<file path="src/rtl/pio_gpio_ctrl.sv">
// pio_gpio_ctrl: Avalon-MM GPIO slave with per-bit direction, atomic set/clear,
// synchronised inputs, per-bit edge capture and a maskable level irq.
// Optional macro PIO_INSYNC_EN selects a 2-flop input synchroniser (default: single flop).
module pio_gpio_ctrl #(
  parameter int unsigned DATA_WIDTH = 11,
  parameter logic [31:0] RESET_OUT  = 32'd0,
  parameter logic [31:0] RESET_DIR  = 32'd0,
  parameter int unsigned EDGE_TYPE  = 0
) (
  input  logic                  clk,
  input  logic                  reset_n,
  input  logic [2:0]            address,
  input  logic                  chipselect,
  input  logic                  write_n,
  input  logic                  read_n,
  input  logic [DATA_WIDTH-1:0] writedata,
  output logic [DATA_WIDTH-1:0] readdata,
  input  logic [DATA_WIDTH-1:0] in_port,
  output logic [DATA_WIDTH-1:0] out_port,
  output logic [DATA_WIDTH-1:0] out_oe,
  output logic                  irq
);

  localparam logic [2:0] ADDR_DATA    = 3'd0;
  localparam logic [2:0] ADDR_DIR     = 3'd1;
  localparam logic [2:0] ADDR_IRQMASK = 3'd2;
  localparam logic [2:0] ADDR_EDGECAP = 3'd3;
  localparam logic [2:0] ADDR_OUTSET  = 3'd4;
  localparam logic [2:0] ADDR_OUTCLR  = 3'd5;

  localparam logic [DATA_WIDTH-1:0] RST_OUT  = RESET_OUT[DATA_WIDTH-1:0];
  localparam logic [DATA_WIDTH-1:0] RST_DIR  = RESET_DIR[DATA_WIDTH-1:0];
  localparam logic [DATA_WIDTH-1:0] ALL_ZERO = {DATA_WIDTH{1'b0}};

  logic [DATA_WIDTH-1:0] data_out_r;
  logic [DATA_WIDTH-1:0] dir_r;
  logic [DATA_WIDTH-1:0] irqmask_r;
  logic [DATA_WIDTH-1:0] edgecap_r;
  logic [DATA_WIDTH-1:0] in_q_r;
  logic [DATA_WIDTH-1:0] in_prev_r;
  logic [DATA_WIDTH-1:0] edge_s;
  logic [DATA_WIDTH-1:0] cap_clr_s;
  logic                  wr_s;
  logic                  unused_read_s;

  // Per-bit edge detector selected at elaboration time by EDGE_TYPE.
  function automatic logic [DATA_WIDTH-1:0] edge_detect(
    input logic [DATA_WIDTH-1:0] cur,
    input logic [DATA_WIDTH-1:0] prev
  );
    logic [DATA_WIDTH-1:0] res;
    case (EDGE_TYPE)
      32'd0:   res = cur & ~prev;
      32'd1:   res = ~cur & prev;
      default: res = cur ^ prev;
    endcase
    return res;
  endfunction

  // Reads have no side effects, so the read strobe carries no information here.
  assign unused_read_s = read_n;
  assign wr_s          = chipselect & ~write_n;

`ifdef PIO_INSYNC_EN
  logic [DATA_WIDTH-1:0] in_meta_r;

  // Two-flop synchroniser for the asynchronous pad inputs.
  always_ff @(posedge clk or negedge reset_n) begin
    if (!reset_n) begin
      in_meta_r <= ALL_ZERO;
      in_q_r    <= ALL_ZERO;
    end else begin
      in_meta_r <= in_port;
      in_q_r    <= in_meta_r;
    end
  end
`else
  // Single input register for the pad inputs.
  always_ff @(posedge clk or negedge reset_n) begin
    if (!reset_n) begin
      in_q_r <= ALL_ZERO;
    end else begin
      in_q_r <= in_port;
    end
  end
`endif

  // Previous-sample register for edge detection.
  always_ff @(posedge clk or negedge reset_n) begin
    if (!reset_n) begin
      in_prev_r <= ALL_ZERO;
    end else begin
      in_prev_r <= in_q_r;
    end
  end

  // Edge detect and write-1-to-clear mask for the capture register.
  always_comb begin
    edge_s    = edge_detect(in_q_r, in_prev_r);
    cap_clr_s = ALL_ZERO;
    if (wr_s && (address == ADDR_EDGECAP)) begin
      cap_clr_s = writedata;
    end else begin
      cap_clr_s = ALL_ZERO;
    end
  end

  // Output data register with full load, atomic set and atomic clear.
  always_ff @(posedge clk or negedge reset_n) begin
    if (!reset_n) begin
      data_out_r <= RST_OUT;
    end else if (wr_s) begin
      case (address)
        ADDR_DATA:   data_out_r <= writedata;
        ADDR_OUTSET: data_out_r <= data_out_r | writedata;
        ADDR_OUTCLR: data_out_r <= data_out_r & ~writedata;
        default:     data_out_r <= data_out_r;
      endcase
    end else begin
      data_out_r <= data_out_r;
    end
  end

  // Direction and interrupt mask registers.
  always_ff @(posedge clk or negedge reset_n) begin
    if (!reset_n) begin
      dir_r     <= RST_DIR;
      irqmask_r <= ALL_ZERO;
    end else if (wr_s) begin
      case (address)
        ADDR_DIR:     dir_r     <= writedata;
        ADDR_IRQMASK: irqmask_r <= writedata;
        default: begin
          dir_r     <= dir_r;
          irqmask_r <= irqmask_r;
        end
      endcase
    end else begin
      dir_r     <= dir_r;
      irqmask_r <= irqmask_r;
    end
  end

  // Edge capture: a new edge takes priority over a simultaneous clear.
  always_ff @(posedge clk or negedge reset_n) begin
    if (!reset_n) begin
      edgecap_r <= ALL_ZERO;
    end else begin
      edgecap_r <= (edgecap_r & ~cap_clr_s) | edge_s;
    end
  end

  // Zero-wait-state read mux.
  always_comb begin
    readdata = ALL_ZERO;
    case (address)
      ADDR_DATA:    readdata = (data_out_r & dir_r) | (in_q_r & ~dir_r);
      ADDR_DIR:     readdata = dir_r;
      ADDR_IRQMASK: readdata = irqmask_r;
      ADDR_EDGECAP: readdata = edgecap_r;
      default:      readdata = ALL_ZERO;
    endcase
  end

  assign out_port = data_out_r;
  assign out_oe   = dir_r;
  assign irq      = |(edgecap_r & irqmask_r);

endmodule

</file>
<file path="config.mk">
export PLATFORM = sky130hd
export DESIGN_NAME = pio_gpio_ctrl
export DESIGN_NICKNAME = d
export VERILOG_FILES = /design/src/rtl/pio_gpio_ctrl.sv
export SDC_FILE = /design/constraint.sdc
export NUM_CORES = 1
export LEC_CHECK = 0
export ABC_AREA = 1
export CORE_ASPECT_RATIO = 0.75
export CORE_MARGIN = 2
export CORE_UTILIZATION = 54
export CTS_CLUSTER_SIZE = 8
export DETAILED_ROUTE_END_ITERATION = 8
export GPL_TIMING_DRIVEN = 0
export PLACE_DENSITY = 0.89
export SETUP_SLACK_MARGIN = 0.5
export SLEW_MARGIN = 30
export SYNTH_ARGS = -nofsm -noshare
export SYNTH_HDL_FRONTEND = slang
export SYNTH_SLANG_ARGS = --single-unit
</file>
<file path="constraint.sdc">
create_clock -name clk -period 1.55 [get_ports clk]
set_clock_uncertainty 0.15 [all_clocks]
set_input_delay 0.155 -clock clk [delete_from_list [all_inputs] [get_ports clk]]
set_output_delay 0.155 -clock clk [all_outputs]
set_load 0.05 [all_outputs]
</file>
==> results of run 1 <==
per-stage QoR:
stage | setup TNS, ns | worst slack [ns] | area [um2] | hold slack, ns | std cells
floorplan | 0 | 0.05997 | 3035 | -0.2906 | 358
finish | -1.203 | -0.2004 | 4653 | 0.02909 | 550
detailed placement | -24.59 | -1.207 | 3767 | -0.06890 | 496
global placement | -157.09 | -2.199 | 3750 | 0.2078 | 495
global route | -1.529 | -0.2131 | 4653 | 0.02020 | 550
CTS | -0.3719 | -0.06963 | 4223 | 0.04656 | 529
area by class of cell:
class	count	area share
sequential	66	0.3608
multi-input combinational	249	0.2796
timing repair buffer	101	0.2374
buffer	16	0.03549
clock buffer	12	0.03334
inverter	27	0.02232
tap	75	0.02017
clock inverter	4	0.01076
power by group through the flow:
| stage | Clock (mW) | Combinational, mW | Sequential [mW] |
|---|---|---|---|
| after floorplan | 0 | 0.522 | 2.59 |
| after global placement | 0 | 1.48 | 2.18 |
| after detailed placement | 0 | 1.53 | 2.20 |
| after CTS | 1.50 | 1.66 | 2.20 |
| after global routing | 1.58 | 2.12 | 2.27 |
| final | 1.52 | 2.05 | 2.26 |
kinds of logic after synthesis:
kind of cell | Yosys count | share of synthesized area
simple gates | 215 | 0.3247
flops | 66 | 0.5516
buf+inv | 43 | 0.06561
compound gates | 33 | 0.05516
xor+xnor | 1 | 0.002926
cells in the final DEF (no fill, tap or decap), types with 2 or more instances in the layout:
master           count
buf_4               24
nor3_4               2
clkdlybuf4s50_1     21
o21ai_2              8
nand2_2             13
buf_8               17
clkbuf_2             2
clkbuf_16            2
inv_1               22
nand2_1            121
dfrtp_2             22
or2_2               11
dfrtp_1             44
clkbuf_4             4
o21ai_0              9
nand3_1             32
inv_2                4
clkbuf_8            12
nand4_1             24
o21ai_1             16
clkinvlp_4           2
nor2_4               5
buf_6               42
synth_stat cells:
cell type | number | area [um2]
nand4_2 | 1 | 12.51
and3_1 | 1 | 6.260
nor2_2 | 1 | 6.260
xnor2_1 | 1 | 8.760
nand2_2 | 2 | 12.51
clkbuf_2 | 1 | 5.000
dfrtp_1 | 66 | 1652
buf_6 | 3 | 33.78
clkbuf_1 | 3 | 11.26
o21ai_0 | 26 | 130.1
nand4_1 | 24 | 150.1
or2_2 | 11 | 68.82
o21ai_1 | 7 | 35.03
nor2_4 | 2 | 22.52
nor3_1 | 2 | 10.01
inv_2 | 2 | 7.510
nor2_1 | 4 | 15.01
buf_2 | 9 | 45.04
nand2_1 | 134 | 503.0
nand3_1 | 33 | 165.2
inv_1 | 25 | 93.84
per-layer routing:
| metal | vias to the layer above | track usage | part of all wire |
|---|---|---|---|
| li1 | 1398 | - | - |
| met1 | 1683 | 0.3917 | 0.33 |
| met2 | 387 | 0.5663 | 0.44 |
| met3 | 146 | 0.1322 | 0.15 |
| met4 | 0 | 0.2038 | 0.076 |
| met5 | - | 0 | 0 |
sequential cells by signal, indices dropped and copies added (netlist names):
register   count
out_oe        11
edgecap_r     11
in_prev_r     11
irqmask_r     11
in_q_r        11
out_port      11
critical path, cell delays in order, from the launching register on:
cell and delay [ns]:
dfrtp_1 0.41, inv_1 0.13, o21ai_2 0.08, nand2_1 0.10, nand4_1 0.16, buf_6 0.20
what timing repair did:
action,in CTS,in global routing
buffers inserted,12,18
pin swaps,14,14
setup endpoints to repair,78,80
hold buffers,1,0
resized for setup,294,81
cloned,4,3
hold endpoints to repair,66,0
worst paths after layout:
check / startpoint / end / slack, ns
min reg2reg: in_q_r[1] / in_prev_r[1] / 0.23
max in group asynchronous: reset_n / out_port[2] / 0.63
max reg2reg: in_q_r[6] / edgecap_r[6] / 0.50
max: in_q_r[6] / readdata[6] / -0.20
min in group asynchronous: reset_n / out_port[0] / 0.09
min: writedata[9] / out_port[9] / 0.03
==> flow_metrics.py, run 1 <==
metrics = {
    "status": {
        "outcome": "finished with violations",
        "violations": "negative setup slack",
    },
    "floorplan": {
        "dieArea_mm2": 0.006162,
        "coreArea_mm2": 0.005353,
        "initial_utilization": 0.5594,
        "ios": 64,
        "fp.dieH_um": 68.49,
        "dieWidth_um": 89.98,
        "rows": 23,
    },
    "global_route": {
        "grt_max_degree": 43,
        "overflow": 0,
        "grt_pass1_vias": 3129,
        "grt_pass1_wl_um": 15550,
        "track_usage": 0.3427,
        "antenna_found_initial": 0,
    },
    "sta": {
        "setup_viol": 12,
        "worstMarginPinSlew_ns": 0.3564,
        "final_max_slew_viol_count": 0,
        "hold_viol_final": 0,
        "min_period_ns": 1.750,
        "max_slew_margin": 0.7612,
        "fin_crit_sh": 1.129,
        "fin_ws_ns": -0.2004,
        "grt_setup_unrepaired": "true",
        "fmaxAchievable_mhz": 571.3,
    },
    "clocking": {
        "clk_pin_slew_ns": 0.07,
        "cts.path.max_buffers": 2,
        "tritoncts": "yes",
        "cts-root-buf": "clkbuf_8",
        "cts_inserted_buffers": 9,
        "htree_levels": 3,
        "clock_sinks": 66,
        "clkLatencyLatePin_ns": 0.37,
    },
    "cells_and_area": {
        "fin_nets": 500,
        "area_growth_pct": 55.41,
        "fill_cells": 250,
        "multi_input_area_mm2": 0.001301,
        "seq_area_mm2": 0.001679,
        "drive_gt1_frac": 0.3811,
        "insertedDiodeCount": 0,
        "utilization": 0.8693,
    },
    "critical_path": {
        "cp-end-kind": "primary output",
        "worst_ep_required_time_ns": 1.24,
        "cp-start-kind": "flop",
        "arrival_ns": 1.45,
        "ff2ff_path_depth": 3,
        "crit_type": "reg -> out",
        "path_max_fanout": 2,
    },
    "placement": {
        "dpl.hpwl_um": 5861,
        "globalplace.congestion": 0.9475,
        "portBuffers": 62,
    },
    "routing": {
        "ant_nets": 0,
        "via_per_inst": 6.571,
        "wirelength_um": 12860,
        "route.detailed.drc": 0,
        "drt_first_pass_iters": 7,
        "drt_iter0_drc": 593,
        "vias": 3614,
        "wl_per_cell_um": 23.39,
    },
    "pwr": {
        "power.share.clock": 0.261,
        "p_comb_frac": 0.351,
        "ir_worst_vdd_uv": 847.0,
        "p_total_mw": 5.829,
        "p_sw_mw": 2.207,
        "p_int_mw": 3.622,
        "p_seq_frac": 0.388,
        "cellPowerDensity_mw_per_mm2": 1253,
        "cellLeakagePower_nw": 2.182,
        "power.switching_fraction": 0.3786,
    },
    "logic_synthesis": {
        "ys_types": 21,
        "syn_inst": 358,
        "synth_warnings": 0,
        "syn_area_mm2": 0.002994,
        "ys_seq_area_frac": 0.5516,
        "avgSynthCellArea_um2": 8.363,
        "synth-seq-cells": 66,
        "syn-num-nets": 388,
    },
    "worst_hold_path": {
        "hold_depth": 3,
        "min-delay-path-class": "in -> reg",
    },
    "job": {
        "maxCapViolCount": 0,
    },
}
Note: power is estimated with default switching activity, not from simulation.
==> inputs of run 2 (changes only) <==
==> constraint.sdc (replaced) <==
create_clock -name clk -period 1.55 [get_ports clk]
set_clock_uncertainty 0.15 [all_clocks]
set_input_delay 0.31 -clock clk [delete_from_list [all_inputs] [get_ports clk]]
set_output_delay 0.31 -clock clk [all_outputs]
set_load 0.05 [all_outputs]
==> flow_metrics.py, run 2 (synthesis results as in run 1) <==
metrics = {
    "status": {
        "outcome": "finished with violations",
        "violations": "design-rule violations, negative hold slack, negative setup slack",
    },
    "worst_hold_path": {
        "min-delay-path-class": "in -> async",
    },
    "critical_path": {
        "cp-start-kind": "flop",
        "cp_num_cells": 4,
        "arrival_ns": 1.57,
        "r2r-start": "in_q_r[10]",
        "ff2ff_path_depth": 3,
        "path_max_fanout": 5,
        "cp-end-kind": "primary output",
        "crit_chain": "o21ai_1 -> nand2_1 -> nand4_1 -> buf_6",
        "crit_family": "flip-flops",
        "regToRegSetupSlack_ns": 0.44,
        "path_buf_inv": 1,
        "worst_ep_required_time_ns": 1.09,
        "crit_type": "reg -> out",
        "max_stage_delay_ns": 0.48,
        "crit_path_top_delay_cell": "dfrtp_2",
        "r2r-end": "edgecap_r[10]",
    },
    "sta": {
        "hold_viol_final": 32,
        "finalHoldWorstSlack_ns": -0.2666,
        "setup_viol": 16,
        "fin_tns_setup_ns": -4.330,
        "fin_ws_ns": -0.4781,
        "max_slew_margin": 0.6819,
        "worstMarginPinSlew_ns": 0.4771,
        "min_period_ns": 2.028,
        "grt_setup_unrepaired": "true",
        "fmaxAchievable_mhz": 493.1,
        "final_max_slew_viol_count": 0,
        "fin_crit_sh": 1.308,
    },
    "routing": {
        "vias": 4058,
        "drt_iter0_drc": 1061,
        "route.detailed.drc": 31,
        "ant_nets": 0,
        "via_per_inst": 7.351,
        "wirelength_um": 17470,
        "wl_per_cell_um": 31.64,
        "drt_first_pass_iters": 9,
    },
    "clocking": {
        "cts.path.max_buffers": 2,
        "cts_inserted_buffers": 9,
        "htree_levels": 3,
        "clk_pin_slew_ns": 0.09,
        "clkLatencyLatePin_ns": 0.37,
        "tritoncts": "yes",
        "clock_sinks": 66,
        "cts-root-buf": "clkbuf_8",
    },
    "job": {
        "maxCapViolCount": 0,
    },
    "cells_and_area": {
        "insertedDiodeCount": 0,
        "utilization": 0.9668,
        "fin_nets": 502,
        "layout_common_cells": "nand2_1, dfrtp_1, buf_6, nand2_2, o21ai_2",
        "drive_gt1_frac": 0.5451,
        "stdcell_area_mm2": 0.005175,
        "layout_commonest_cell": "nand2_1",
        "area_growth_pct": 72.84,
    },
    "pwr": {
        "cellPowerDensity_mw_per_mm2": 1209,
        "ir_worst_vdd_uv": 1069,
        "cellLeakagePower_nw": 2.347,
    },
    "global_route": {
        "grt_pass1_vias": 3604,
        "overflow": 0,
        "grt_max_degree": 35,
        "track_usage": 0.4373,
        "antenna_found_initial": 0,
        "grt_pass1_wl_um": 19420,
    },
    "floorplan": {
        "initial_utilization": 0.5594,
        "rows": 23,
        "ios": 64,
        "fp.dieH_um": 68.49,
        "dieWidth_um": 89.98,
        "coreArea_mm2": 0.005353,
        "dieArea_mm2": 0.006162,
    },
    "placement": {
        "dpl.hpwl_um": 5618,
        "globalplace.congestion": 0.9397,
        "portBuffers": 62,
        "detailed_place.area_mm2": 0.003946,
    },
}
-- run 2: cell types whose count changed in the layout (fill, tap and decap cells not counted), moves of 13 or more --
cell,before,now
nand3_2,0,13
nand2_1,121,81
o21ai_1,16,3
nand3_1,32,19
nand2_2,13,41
o21ai_2,8,28
-- run 2: area by class of cell --
type | instances | area (um2)
flip-flops and latches | 66 | 1680
multi-input cells | 249 | 1633
repair buffers | 103 | 1216
plain buffers | 16 | 219.0
fillers | 102 | 177.7
clock buffers | 12 | 145.1
inverters | 27 | 136.4
well taps | 75 | 93.84
clock inverters | 4 | 51.30
-- run 2: stage by stage --
stage	hold slack [ns]	setup WS, ns	instances	power [mW]
after floorplan	-0.1356	-0.09450	358	3.154
after global placement	0.2074	-2.394	495	3.710
after detailed placement	0.1282	-1.762	496	3.751
after CTS	-0.2472	-0.2270	537	5.504
after global routing	-0.2398	-0.4320	552	6.324
final	-0.2666	-0.4781	552	6.257
-- run 2: metal layers --
metal  global-route usage  wire length [um]  part of all wire  up-vias
li1                     -                 -                 -     1407
met1               0.4957              5458              0.31     1830
met2               0.6799              6817              0.39      577
met3               0.2104              3022              0.17      244
met4               0.2865              2166              0.12        0
met5                    0                 0                 0        -
-- run 2: how the worst max path moves through the flow --
stage | start | end | slack (ns)
4_1_cts | out_oe[8] | readdata[8] | -0.23
5_1_grt | irqmask_r[0] | irq | -0.43
3_5_place_dp | address[0] | readdata[8] | -1.76
6_report | out_oe[7] | readdata[7] | -0.48
3_3_place_gp | reset_n | out_port[4] | -2.39
2_1_floorplan | out_oe[10] | readdata[10] | -0.09
-- run 2: timing repair --
item	in CTS	in global routing
pin swaps	41	34
gates resized for setup	362	95
gates cloned	6	1
endpoints found under the setup margin	78	73
buffers inserted	19	14
hold endpoints to repair	32	32
-- run 2: where the power goes --
group | internal, mW | leakage, nW | switching, mW
Sequential | 1.97 | 0.743 | 0.379
Combinational | 0.914 | 1.51 | 1.43
Clock | 0.789 | 0.0966 | 0.779
-- run 2: worst reg2reg max path, stage by stage (launching register included) --
cell     delay (ns)
dfrtp_1        0.41
inv_1          0.11
or2_2          0.28
nand2_1        0.09
